`src/rtl/reg_write_arbiter_pkg.sv`:
```
// Shared constants and FSM encoding for the register write arbiter.
package reg_arb_pkg;

  localparam int NREQ_DEF = 4;
  localparam int NREG_DEF = 8;
  localparam int W_DEF    = 16;
  localparam int AW       = 4;

  typedef enum logic {
    IDLE  = 1'b0,
    GRANT = 1'b1
  } state_e;

endpackage

```
`src/rtl/reg_write_arbiter_rr_pick.sv`:
```
// Combinational rotating-priority picker: first set bit of elig at or after ptr, wrapping.
module rr_pick #(
  parameter int N  = 4,
  parameter int PW = (N > 1) ? $clog2(N) : 1
) (
  input  logic [N-1:0]  elig,
  input  logic [PW-1:0] ptr,
  output logic [N-1:0]  choice,
  output logic          valid
);

  logic [PW-1:0] idx;

  always_comb begin
    choice = '0;
    valid  = 1'b0;
    idx    = '0;
    for (int i = 0; i < N; i++) begin
      idx = PW'((int'(ptr) + i) % N);
      if (!valid && elig[idx]) begin
        choice[idx] = 1'b1;
        valid       = 1'b1;
      end
    end
  end

endmodule

```
`src/rtl/reg_write_arbiter.sv`:
```
// Arbitrates NREQ write requesters onto one shared register write port (latency 1).
// Define REG_ARB_FIXED_PRIO_EN for fixed priority (lowest index wins) instead of round-robin.
module reg_write_arbiter
  import reg_arb_pkg::*;
#(
  parameter int NREQ = NREQ_DEF,
  parameter int NREG = NREG_DEF,
  parameter int W    = W_DEF
) (
  input  logic                 clk,
  input  logic                 rst,
  input  logic [NREQ-1:0]      req,
  input  logic [NREQ*AW-1:0]   req_addr,
  input  logic [NREQ*W-1:0]    req_data,
  output logic [NREQ-1:0]      gnt,
  output logic [NREG-1:0]      reg_en,
  output logic [W-1:0]         reg_d,
  output logic                 addr_err,
  output logic                 busy
);

  localparam int PW = $clog2(NREQ);

  state_e          state_q, state_d;
  logic [NREQ-1:0] gnt_q, gnt_d;
  logic [NREG-1:0] reg_en_q, reg_en_d;
  logic [W-1:0]    reg_d_q, reg_d_d;
  logic            addr_err_q, addr_err_d;

  logic [NREQ-1:0] elig, pick_oh;
  logic            pick_vld;
  logic [PW-1:0]   ptr_pick;
  logic [AW-1:0]   sel_addr;
  logic [W-1:0]    sel_data;

  // A requester whose grant is on the bus this cycle sits out one decision.
  assign elig = req & ~gnt_q;

`ifdef REG_ARB_FIXED_PRIO_EN
  assign ptr_pick = '0;
`else
  logic [PW-1:0] ptr_q, ptr_d;

  assign ptr_pick = ptr_q;

  always_comb begin
    ptr_d = ptr_q;
    for (int i = 0; i < NREQ; i++) begin
      if (pick_oh[i]) ptr_d = (i == NREQ - 1) ? '0 : PW'(i + 1);
    end
  end

  always_ff @(posedge clk) begin
    if (rst) ptr_q <= '0;
    else     ptr_q <= ptr_d;
  end
`endif

  rr_pick #(.N(NREQ), .PW(PW)) u_pick (
    .elig   (elig),
    .ptr    (ptr_pick),
    .choice (pick_oh),
    .valid  (pick_vld)
  );

  always_comb begin
    sel_addr = '0;
    sel_data = '0;
    for (int i = 0; i < NREQ; i++) begin
      if (pick_oh[i]) begin
        sel_addr = req_addr[AW*i +: AW];
        sel_data = req_data[W*i +: W];
      end
    end

    state_d = pick_vld ? GRANT : IDLE;
    gnt_d   = pick_vld ? pick_oh : '0;

    reg_en_d = '0;
    for (int r = 0; r < NREG; r++) begin
      reg_en_d[r] = pick_vld && (int'(sel_addr) == r);
    end
    addr_err_d = pick_vld && (int'(sel_addr) >= NREG);
    reg_d_d    = pick_vld ? sel_data : reg_d_q;
  end

  always_ff @(posedge clk) begin
    if (rst) begin
      state_q    <= IDLE;
      gnt_q      <= '0;
      reg_en_q   <= '0;
      reg_d_q    <= '0;
      addr_err_q <= 1'b0;
    end else begin
      state_q    <= state_d;
      gnt_q      <= gnt_d;
      reg_en_q   <= reg_en_d;
      reg_d_q    <= reg_d_d;
      addr_err_q <= addr_err_d;
    end
  end

  assign gnt      = gnt_q;
  assign reg_en   = reg_en_q;
  assign reg_d    = reg_d_q;
  assign addr_err = addr_err_q;
  assign busy     = (state_q == GRANT);

endmodule
```
`config.mk`:
```
export PLATFORM = sky130hd
export DESIGN_NAME = reg_write_arbiter
export DESIGN_NICKNAME = d
export VERILOG_FILES = /design/src/rtl/reg_write_arbiter_pkg.sv /design/src/rtl/reg_write_arbiter_rr_pick.sv /design/src/rtl/reg_write_arbiter.sv
export SDC_FILE = /design/constraint.sdc
export NUM_CORES = 1
export LEC_CHECK = 0
export ABC_AREA = 1
export CAP_MARGIN = 20
export CORE_UTILIZATION = 36
export DETAILED_ROUTE_END_ITERATION = 10
export GPL_TIMING_DRIVEN = 0
export PLACE_DENSITY = 0.78
export SLEW_MARGIN = 5
export SYNTH_ARGS = -nofsm -noshare
export SYNTH_HDL_FRONTEND = slang
export SYNTH_SLANG_ARGS = --single-unit
export TNS_END_PERCENT = 20
```
`constraint.sdc`:
```
create_clock -name clk -period 2.27 [get_ports clk]
set_input_delay 0.227 -clock clk [delete_from_list [all_inputs] [get_ports clk]]
set_output_delay 0.227 -clock clk [all_outputs]
set_load 0.1 [all_outputs]
```
After elaboration in Yosys (flattened, before gate mapping)
Cells that the tools add are included.
Word-level totals
  word-level logic and storage cells: 90
  input port bits: 86
  register bits after elaboration: 32
Cells by class
  eq/ne operators: 7
  reduce and logical (&&, ||, !) cells: 23
  multiplexer cells: 36
  $add $sub $neg: 3
  bitwise operators: 6
  $lt $le $gt $ge: 9
Operators with widths (number)
  16-bit 2-to-1 mux: 4
  4-bit 2-to-1 mux: 8
  4-bit == test, second input constant: 4
  1-bit logical AND: 16
  1-bit 2-to-1 mux: 13
  2-bit by 3-bit < comparator with 1-bit output, second input constant: 4
  4-bit OR: 3
  1-bit binary-select mux with 2-bit select: 4
  1-bit demux with 2-bit select: 4
  4-bit by 3-bit == test with 1-bit output, second input constant: 2
  2-bit by 1-bit >= comparator with 1-bit output, second input constant: 4
  2-bit 2-to-1 mux: 3
  2-bit adder, second input constant: 2
  4-bit bitwise AND: 1
  4-bit by 2-bit == test with 1-bit output, second input constant: 1
  4-bit >= comparator, second input constant: 1
  4-bit logical NOT: 1
  4-bit NOT: 1
  2-bit OR reduction: 2
  1-bit logical NOT: 3
  3-bit nonzero test: 1
  2-bit by 1-bit adder with 2-bit output, second input constant: 1
  1-bit NOT: 1

Longest topological paths before layout
  depth after elaboration: 20
  mapped depth: 17

Hierarchy
A second synthesis with hierarchy kept.
Unflattened totals
  cell total of the unflattened synthesis: 348
  area, all modules: 2069.5 µm²
Modules (own cells, without submodules)
  reg_write_arbiter: area an instance 1650.3 µm², cells an instance 272, seq. area each 640.6 µm², times used 1
  rr_pick: area an instance 419.2 µm², cells an instance 76, seq. area each 0.0 µm², times used 1

Worst setup path before layout
Ideal clock, no wire load.
  path kind: reg-to-reg
  from: reg gnt_q[1] (netlist: gnt[1])
  to: reg reg_d_q[0] (netlist: reg_d[0])
  arrival: 2.415 ns
  clock period less this slack: 2.557 ns
  path slack: -0.287 ns
  setup time: 0.142 ns
  cell stages (with the launch flop): 16
  path through: dfxtp_1 > inv_1 > nand3_1 > nand3_2 > nand2_4 > nand2_2 > nor2_4 > nand3_2 > nand2_4 > nor2_4 > buf_6 > buf_8 > nand3_2 > nand3_1 > nand2_1 > a21oi_2
On the way
  word-level cells in the longest chain between the ends: 18
  elaborated cells on any way between the ends: 31
  those cells by class: 20 x mux; 5 x bitwise; 6 x reduce/logical
Ends and longest elaborated chain
  start, declared: RTL line reg_write_arbiter.sv:25  | logic [NREQ-1:0] gnt_q, gnt_d;
  start signal, assigned: RTL line reg_write_arbiter.sv:96  | gnt_q <= gnt_d;
  4-bit NOT (*): RTL line reg_write_arbiter.sv:37  | assign elig = req & ~gnt_q;
  4-bit bitwise AND (*): RTL line reg_write_arbiter.sv:37
  1-bit binary-select mux with 2-bit select: RTL line reg_write_arbiter_rr_pick.sv:20  | if (!valid && elig[idx]) begin
  1-bit 2-to-1 mux (not written as such): RTL line reg_write_arbiter_rr_pick.sv:20
  1-bit 2-to-1 mux: RTL line reg_write_arbiter_rr_pick.sv:20
  1-bit logical NOT: RTL line reg_write_arbiter_rr_pick.sv:20
  1-bit logical AND: RTL line reg_write_arbiter_rr_pick.sv:20
  1-bit 2-to-1 mux: RTL line reg_write_arbiter_rr_pick.sv:20
  1-bit logical NOT: RTL line reg_write_arbiter_rr_pick.sv:20
  1-bit logical AND: RTL line reg_write_arbiter_rr_pick.sv:20
  1-bit 2-to-1 mux: RTL line reg_write_arbiter_rr_pick.sv:20
  1-bit logical NOT: RTL line reg_write_arbiter_rr_pick.sv:20
  1-bit logical AND: RTL line reg_write_arbiter_rr_pick.sv:20
  4-bit 2-to-1 mux: RTL line reg_write_arbiter_rr_pick.sv:20
  16-bit 2-to-1 mux (4 in a row): RTL line reg_write_arbiter.sv:70  | if (pick_oh[i]) begin
  end signal, assigned: RTL line reg_write_arbiter.sv:98  | reg_d_q <= reg_d_d;
  end, declared: RTL line reg_write_arbiter.sv:27  | logic [W-1:0] reg_d_q, reg_d_d;
Every way passes the cells marked *; elsewhere a longest branch is shown, timed or not. The select of a mux whose other input is x is not followed.
A chain may end at the register's enable or synchronous reset.

Final worst setup path
  from: reg ptr_q[1] (netlist: ptr_pick[1])
  to: reg reg_d_q[12] (netlist: reg_d[12])
On the way
  word-level cells in the longest chain between the ends: 16
  elaborated cells on any way between the ends: 52
  those cells by class: 3 x add/sub; 8 x order compare; 28 x mux; 3 x bitwise; 10 x reduce/logical
Ends and longest elaborated chain
  start, declared: RTL line reg_write_arbiter.sv:42  | logic [PW-1:0] ptr_q, ptr_d;
  start signal, assigned: RTL line reg_write_arbiter.sv:55  | else ptr_q <= ptr_d;
  parallel branches: the longest is 16 deep, another holds 2-bit by 3-bit < comparator with 1-bit output
Parallel ways; which one is timed is not known. The select of a mux whose other input is x is not followed.

==> out/summary.txt <==
Actual slew at the worst max-slew pin = 1.01 ns
Clk Latency, worst-skew pair = 0.28 ns
CTS tree = done
N_diodes = 0
Worst-path cell chain = clkinvlp_4 -> ha_4 -> inv_4 -> nand2_1 -> nand2_2 -> nand3_1 -> nand2_2 -> nor2_4 -> nand2_4 -> buf_8 -> buf_4 -> buf_4 -> a21oi_1 -> nand3_1 -> nand2_1 -> a21oi_1
Die width = 81.4 um
Synth top area cells = dfxtp_1 28%, nand2_1 13%, nor2_1 9.8%, nand3_2 9.3%, nand3_1 8.4%
Row cnt = 28
Total gr overflow = 0
Post-Syn Area = 0.00227 mm^2
Slew HR = 0.328
Root Driver = clkbuf_8
RSZ-0062 raised after global routing = yes
Leakage = 1.61 nW
Pre-Repair DR Iteration Count = 4
Sink Count = 32
PwrDens = 1840 mW/mm^2
Max Root-Sink Buffers = 2
Worst hold slack = 0.348 ns
Final nets = 566
Slack of the worst reg-to-reg path = 0.02 ns
Average cell area after synthesis = 6.74 um^2
Finished Core Util = 0.651
Via density = 4.90
Vias after detailed routing = 2692
Synth cell types = 27
GP Congestion = 0.870
IO buf count = 114
Min-Delay Path Class = in -> reg
Routed wire per std cell = 14.1 um
Post-Synthesis Cells = 337
Total die area = 0.00663 mm^2
Clock Skew = 0.00374 ns
Commonest cells post-synth = 77 x nand2_1, 59 x nor2_1, 38 x nand3_1
Critical path data required time = 2.42 ns
R2r worst-path depth = 16
Setup-failing EPs final = 0
CP max FO = 6
Antenna viol nets, final = 0
Core footprint = 0.00599 mm^2
Worst VDD drop = 1.10 mV
Slowest stage cell, crit path = dfxtp_4
Power Total = 7.18 mW
Initial antenna violation count = 0
DRC errors left = 0
CTS Buf Count = 5
Vias in the first global route = 2573
Hold Vio Cnt, Final = 0
Setup crit end kind = flip-flop
Flops & latches, synth = 32
Yosys top cell area share = 0.282
Number of flops mapped to enable cells by yosys = 0
Fin crit share = 0.993
Status = finished, final reports clean
Share of cells above drive strength 1 = 0.251
Max-slew violation count = 0
Syn nets = 429
Max stage delay on crit path = 0.38 ns
Ys Warns = 0
RR Startpoint = ptr_pick[1]
Dpl hpwl = 5.72 mm
Synth area leader = dfxtp_1
WL final = 7.72 mm
Hold_sp = rst
Synth-to-Final Area Change = 71.6%
Clock slew seen by the registers of the worst setup and hold paths = 0.07 ns
Tmin final = 2.25 ns
Maximum clock frequency = 443 MHz
Seq/Total Area, Yosys = 0.282
Main synth FF type = dfxtp_1
Min-Delay Path Depth = 2
Max_cap viols = 0
Initial Util = 0.379
R2r endpoint = reg_d[12]
Sum Neg Setup Slack = 0 ns
Most frequent cell after synthesis = nand2_1
Global-route wire length before repair = 11.6 mm
Die Span Y = 81.4 um
Hold EP = reg_d[12]
H-tree level count = 2
WP data arrival = 2.40 ns
Pin count of the biggest net entering global routing = 11
CP startpoint kind = flip-flop
I/O pins = 116
Total Routing Usage GR = 0.228
Initial DRC count = 123
Post-synth ARST share = 0
Kind of critical path = reg -> reg
-- what timing repair did --
item,CTS,global route
setup buffers,3,12
hold buffers,0,0
cloned,0,1
pin swaps,3,27
endpoints found under the setup margin,31,26
resized for setup,19,31
-- metal layers --
layer	routed length, um	GRT usage
met5	0	0
met4	114	0.0821
met3	539	0.0522
met2	3940	0.408
met1	3130	0.262
-- layout make-up --
cell class,instances,area [um^2]
fill,544,2090
clock buffer,5,68.8
clock inverter,2,12.5
inverter,25,108
multi-input combinational,265,1530
timing repair buffer,130,1280
buffer,15,145
sequential,32,653
tap,75,93.8
-- critical path, delay by kind of cell, from the launching register on --
kind | cells | cell delay [ns]
and+or+nand+nor | 8 | 0.69
DFF | 1 | 0.38
AOI/OAI and AO/OA | 2 | 0.18
adders and majority gates | 1 | 0.30
buffers and inverters | 5 | 0.58
-- kinds of logic after synthesis --
kind of cell / synth area share
simple gates: 0.481
compound gates: 0.115
fa+ha+maj: 0.0331
buf+inv: 0.0887
flops: 0.282
-- per-stage QoR --
step	std cells	area [um^2]	setup slack [ns]
after floorplan	337	2280	0.0201
after global placement	526	3510	-0.275
after detailed placement	526	3510	-0.349
after CTS	536	3690	0.0104
after global routing	549	3900	-0.102
final	549	3900	0.0150
-- cells in the final DEF, fill, tap and decap left out, types with 6 or more instances in the layout --
| cell | n |
|---|---|
| clkdlybuf4s50_1 | 114 |
| nand2_1 | 75 |
| nor2_1 | 53 |
| nand3_1 | 36 |
| dfxtp_1 | 26 |
| a21oi_1 | 25 |
| nand3_2 | 21 |
| inv_1 | 15 |
| buf_4 | 14 |
| a21oi_2 | 13 |
| nand2_2 | 8 |
| nand2_4 | 7 |
| inv_2 | 6 |
| nor2_2 | 6 |
-- how the worst max path moves through the flow --
| stage | slack [ns] | to | startpoint | depth (start not counted) |
|---|---|---|---|---|
| finish | 0.02 | reg_d[12] | ptr_pick[1] | 16 |
| global route | -0.10 | reg_d[12] | ptr_pick[1] | 16 |
| global placement | -0.28 | reg_d[2] | ptr_pick[0] | 13 |
| CTS | 0.01 | reg_en[7] | ptr_pick[1] | 16 |
| detailed placement | -0.35 | reg_d[1] | ptr_pick[0] | 13 |
| floorplan | 0.02 | reg_d[0] | ptr_pick[0] | 16 |
-- state kept, by name, indices dropped and copies added (netlist names) --
register  cells
addr_err      1
reg_en        8
busy          1
ptr_pick      2
reg_d        16
gnt           4
-- power by group --
| group | internal, mW | switching [mW] |
|---|---|---|
| clock | 0.207 | 0.211 |
| combinational | 2.12 | 3.77 |
| sequential | 0.771 | 0.0911 |
(Power assumes the default switching activity.)
